**config.mk**
```make
export PLATFORM = sky130hd
export DESIGN_NAME = prog_loader
export DESIGN_NICKNAME = d
export VERILOG_FILES = /design/src/rtl/prog_loader_pkg.sv /design/src/rtl/prog_loader.sv
export SDC_FILE = /design/constraint.sdc
export NUM_CORES = 1
export LEC_CHECK = 0
export CORE_ASPECT_RATIO = 1.4
export CORE_MARGIN = 5
export CORE_UTILIZATION = 49
export CTS_CLUSTER_SIZE = 30
export DETAILED_ROUTE_END_ITERATION = 7
export PLACE_DENSITY = 0.95
export REMOVE_ABC_BUFFERS = 1
export SETUP_SLACK_MARGIN = 0.2
export SKIP_LAST_GASP = 1
export SLEW_MARGIN = 25
export SYNTH_ARGS = -nofsm -noshare
export SYNTH_HDL_FRONTEND = slang
export SYNTH_SLANG_ARGS = --single-unit
```
**constraint.sdc**
```tcl
create_clock -name clk -period 3.1 [get_ports clk]
set_clock_uncertainty 0.1 [all_clocks]
set_input_delay 0.62 -clock clk [delete_from_list [all_inputs] [get_ports clk]]
set_output_delay 0.62 -clock clk [all_outputs]
set_load 0.01 [all_outputs]
```
**src/rtl/prog_loader_pkg.sv**
```systemverilog
// prog_loader_pkg: loader state encoding and default program base address.
// CHK exists only when PROG_LOADER_CHECKSUM_EN is defined.
package prog_loader_pkg;
  localparam logic [31:0] DEF_BASE_ADDR = 32'h8002_0000;
`ifdef PROG_LOADER_CHECKSUM_EN
  typedef enum logic [2:0] {IDLE, LOAD, CHK, SETTLE, RUN, ERR} state_t;
`else
  typedef enum logic [2:0] {IDLE, LOAD, SETTLE, RUN, ERR} state_t;
`endif
endpackage

```
**src/rtl/prog_loader.sv**
```systemverilog
// prog_loader: streams program words into memory, then holds the PC in reset before releasing it.
// Define PROG_LOADER_CHECKSUM_EN to add a trailing checksum beat that is verified before running.
module prog_loader
  import prog_loader_pkg::*;
#(
  parameter logic [31:0] BASE_ADDR = DEF_BASE_ADDR,
  parameter int MAX_WORDS = 1024,
  parameter int SETTLE_CYC = 4
) (
  input  logic        clk,
  input  logic        rst,
  input  logic        start,
  input  logic        s_valid,
  input  logic [31:0] s_data,
  input  logic        s_last,
  output logic        s_ready,
  output logic [31:0] mem_addr,
  output logic [31:0] mem_data,
  output logic        mem_we,
  output logic        mem_enable,
  output logic        pc_rst,
  output logic        load_done,
  output logic        load_err,
  output logic [10:0] word_count
);
  localparam logic [10:0] MAXW = 11'(MAX_WORDS);
  state_t state, state_nx;
  logic [15:0] cnt;
  logic beat, room, wr, clr;
`ifdef PROG_LOADER_CHECKSUM_EN
  logic [31:0] sum;
  assign s_ready = state == LOAD || state == CHK;
`else
  assign s_ready = state == LOAD;
`endif
  assign beat = s_valid & s_ready;
  assign room = word_count < MAXW;
  assign wr = beat && state == LOAD && room;
  assign clr = start && (state == IDLE || state == RUN || state == ERR);
  assign pc_rst = state != RUN;
  assign load_done = state == RUN;
  assign load_err = state == ERR;
  always_ff @(posedge clk or negedge rst)
    if (!rst) state <= IDLE;
    else state <= state_nx;
  always_comb begin
    state_nx = state;
    case (state)
      IDLE, RUN, ERR: state_nx = start ? LOAD : state;
`ifdef PROG_LOADER_CHECKSUM_EN
      LOAD: state_nx = !beat ? LOAD : !room ? ERR : s_last ? CHK : LOAD;
      CHK: state_nx = !beat ? CHK : s_data == sum ? SETTLE : ERR;
`else
      LOAD: state_nx = !beat ? LOAD : !room ? ERR : s_last ? SETTLE : LOAD;
`endif
      SETTLE: state_nx = cnt == 16'(SETTLE_CYC - 1) ? RUN : SETTLE;
      default: state_nx = IDLE;
    endcase
  end
  always_ff @(posedge clk or negedge rst)
    if (!rst) begin
      mem_we <= 1'b0;
      mem_addr <= '0;
      mem_data <= '0;
      mem_enable <= 1'b0;
      word_count <= '0;
      cnt <= '0;
    end else begin
      mem_enable <= 1'b1;
      mem_we <= wr;
      if (wr) begin
        mem_addr <= BASE_ADDR + {19'd0, word_count, 2'b00};
        mem_data <= s_data;
      end
      word_count <= clr ? '0 : wr ? word_count + 11'd1 : word_count;
      cnt <= state == SETTLE ? cnt + 16'd1 : '0;
    end
`ifdef PROG_LOADER_CHECKSUM_EN
  always_ff @(posedge clk or negedge rst)
    if (!rst) sum <= '0;
    else sum <= clr ? '0 : wr ? sum + s_data : sum;
`endif
endmodule

```
==> results.yml <==
run_status:
  outcome: "finished clean"
drt:
  drtIter0Drc: 177
  postRouteAntennaNets: 0
  post_drt_wl_per_cell_um: 15.88
  wirelength_um: 7593
  vias_per_cell: 5.029
  dr.pass1.iters: 4
  post-route-drc-count: 0
  dr_total_vias: 2404
finish:
  regArea_sq_um: 1902
  fin_area_sq_um: 4676
  insertedDiodeCount: 0
  drive_gt1_share_pct: 17.75
  finalNetCount: 417
  multi_input_area_sq_um: 1324
  n_fill_cell: 498
  area_growth_pct: 36.49
grt:
  grt-ovfl-total: 0
  grt_pass1_wl_um: 12120
  grt_pass1_vias: 2454
  grt_usage_pct: 18.43
  grt_max_degree: 77
  antenna_found_initial: 0
placement:
  place_congestion: 0.8178
  port_buffers: 98
  dpl-instance-area_sq_um: 4408
  hpwl_um: 5590
  dp_worst_setup_slack_ns: 0.5665
timing:
  setup_violations: 0
  fin_tns_setup_ns: 0
  rsz0062_at_grt: "false"
  hold_ws_ns: 0.03152
  drv_slew: 0
  hold_viol: 0
  final.setup.worst_slack_ns: 0.6291
  period_minus_slack_ns: 2.471
  max_freq_ghz: 0.4047
  period_share_pct: 79.71
clock_tree:
  clkSlewWorstSetupHoldPaths_ns: 0.08
  cts_root_buf: "clkbuf_8"
  hold_buffers: 0
  clock_latency_ns: 0.35
  numCtsBuffers: 9
  cts.sinks: 76
  ctsResizeCount: 0
  post_cts_buffers: 0
  htreeDepth: 3
  cts_tree: "yes"
  cts_buffer_depth: 2
logic_synthesis:
  synth.largest_area_cell: "dfrtp_1"
  synth_cell_types: 39
  syn_inst: 275
  synth_top_area_share_pct: 55.51
  ys_warn_count: 0
  synth_edf_count: 0
  async_reset_ff_share_pct: 100.0
  ys_ff_latch: 76
  synth_area_leaders: "dfrtp_1, mux2_2, mux2_4"
  ys.flop_type: "dfrtp_1"
  synth_area_per_cell_sq_um: 12.46
  synth.yosys.seq_area_share_pct: 55.51
  syn_area_sq_um: 3426
critical_path:
  critPathCaptureType: "output pin"
  cp_max_fo: 6
  crit_path_top_delay_cell: "clkdlybuf4s50_1"
  crit_arrival_ns: 1.75
  required_ns: 2.38
  worstSetupPathType: "flip-flop to output pin"
  crit_chain: "nor2b_1 > nand2_1 > inv_1 > clkdlybuf4s50_1"
  start_kind: "flip-flop"
  critical_path.max_stage_delay_ns: 0.54
power_and_ir_drop:
  p_int_mw: 2.633
  clkPwrFrac_pct: 24.3
  swShare_pct: 29.23
  switchingPower_mw: 1.087
  peakVddDrop_mv: 0.5105
  p_leak_nw: 1.946
  share_comb_of_total_power_pct: 37.2
  total_power_mw: 3.720
  power_density_nw_per_um2: 795.7
  p_seq_share_pct: 38.5
die:
  die_w_um: 80.67
  die-area_sq_um: 8787
  die_h_um: 108.9
  core_area_sq_um: 6892
  rows: 36
  num_io_pins: 118
  start_util_pct: 49.71
worst_hold_path:
  min_path_type: "primary input to async pin"
job:
  drv_cap: 0
## worst max-delay path, delay by kind of cell (launching register included)
| kind | cells | cell delay (ns) |
|---|---|---|
| buf+inv | 2 | 0.63 |
| flops | 1 | 0.42 |
| simple gates | 2 | 0.36 |
## metrics by stage
step | std cells | util (%)
2_1_floorplan | 264 | -
3_3_place_gp | 461 | 63.96
3_5_place_dp | 461 | 63.96
4_1_cts | 477 | 67.45
5_1_grt | 478 | 67.85
6_report | 478 | 67.85
## cell type report
| cell class | instances | area share, % |
|---|---|---|
| flip-flops and latches | 76 | 40.67 |
| multi-input cells | 180 | 28.31 |
| repair buffers | 103 | 22.69 |
| clock buffers | 10 | 2.729 |
| well taps | 95 | 2.542 |
| clock inverters | 6 | 2.408 |
| inverters | 8 | 0.6422 |
## power by group through the flow
| stage | clock network (mW) | logic, mW | registers [mW] |
|---|---|---|---|
| after floorplan | 0 | 0.508 | 1.54 |
| after global placement | 0 | 1.35 | 1.43 |
| after detailed placement | 0 | 1.40 | 1.45 |
| after CTS | 0.916 | 1.40 | 1.44 |
| after global routing | 0.959 | 1.47 | 1.47 |
| final | 0.904 | 1.39 | 1.43 |
## logic make-up after synthesis
group                      count (synthesis)  share of synthesized area [%]
buffers and inverters                     37                          7.816
and+or+nand+nor                           81                          12.49
adders and majority gates                  2                         0.7303
AOI/OAI and AO/OA                         15                          2.776
DFF                                       76                          55.51
xor gates and xnor gates                  20                          5.113
other                                      2                         0.2192
muxes                                     42                          15.34
## state kept, by name (all words and copies together) (netlist names)
| signal | cells |
|---|---|
| word_count | 11 |
| state | 3 |
| mem_we | 1 |
| mem_enable | 1 |
| cnt | 16 |
| mem_addr | 12 |
| mem_data | 32 |
## cell usage after synthesis (3+ instances only)
master and count:
mux2_2 28, xnor2_1 19, a21oi_1 5, inv_1 8, mux2_4 14, nand2_1 10, nor2_1 29, nand4b_1 3
nand3_1 7, buf_2 3, nor3_1 7, dfrtp_1 76, nor4_1 8, buf_4 22, o21ai_0 3, nand4_1 4
## path summary, 6_finish.rpt
path	cells past startpoint	slack, ns	start	endpoint
hold reg to reg	1	0.39	cnt[0]	cnt[0]
setup / recovery	4	0.63	state[0]	load_done
max in group asynchronous	2	2.30	rst	mem_data[21]
hold / removal	1	0.03	rst	mem_addr[9]
min in group clk	1	0.39	cnt[0]	cnt[0]
setup reg to reg	5	1.14	state[2]	mem_data[13]
## per-layer routing
metal  part of all wire [%]  vias to the layer above  GRT usage, %  wire length, um
li1                       -                     1106             -                -
met1                     35                     1190         18.87             2625
met2                     56                       93         34.72             4256
met3                    7.0                       15         4.380              531
met4                    2.4                        0         8.333              179
met5                      0                        -             0                0
## layout by cell type, fill, tap and decap left out, types with 2 or more instances in the layout
cell and instances:
nand4_1 4, mux2_4 14, ha_1 2, inv_1 8, conb_1 20, nor3_1 7
bufinv_16 3, buf_4 3, a21oi_1 5, nor2b_1 2, o21ai_0 3, dfrtp_1 76
clkbuf_8 9, buf_12 2, nand3_1 7, clkinv_4 2, nand2_1 10, nand4b_1 3
mux2_2 28, nor4_1 8, clkdlybuf4s50_1 97, and2b_1 2, nor2_1 29, xnor2_1 19
or3b_2 2
No activity file was read; power rests on OpenSTA's default activity.
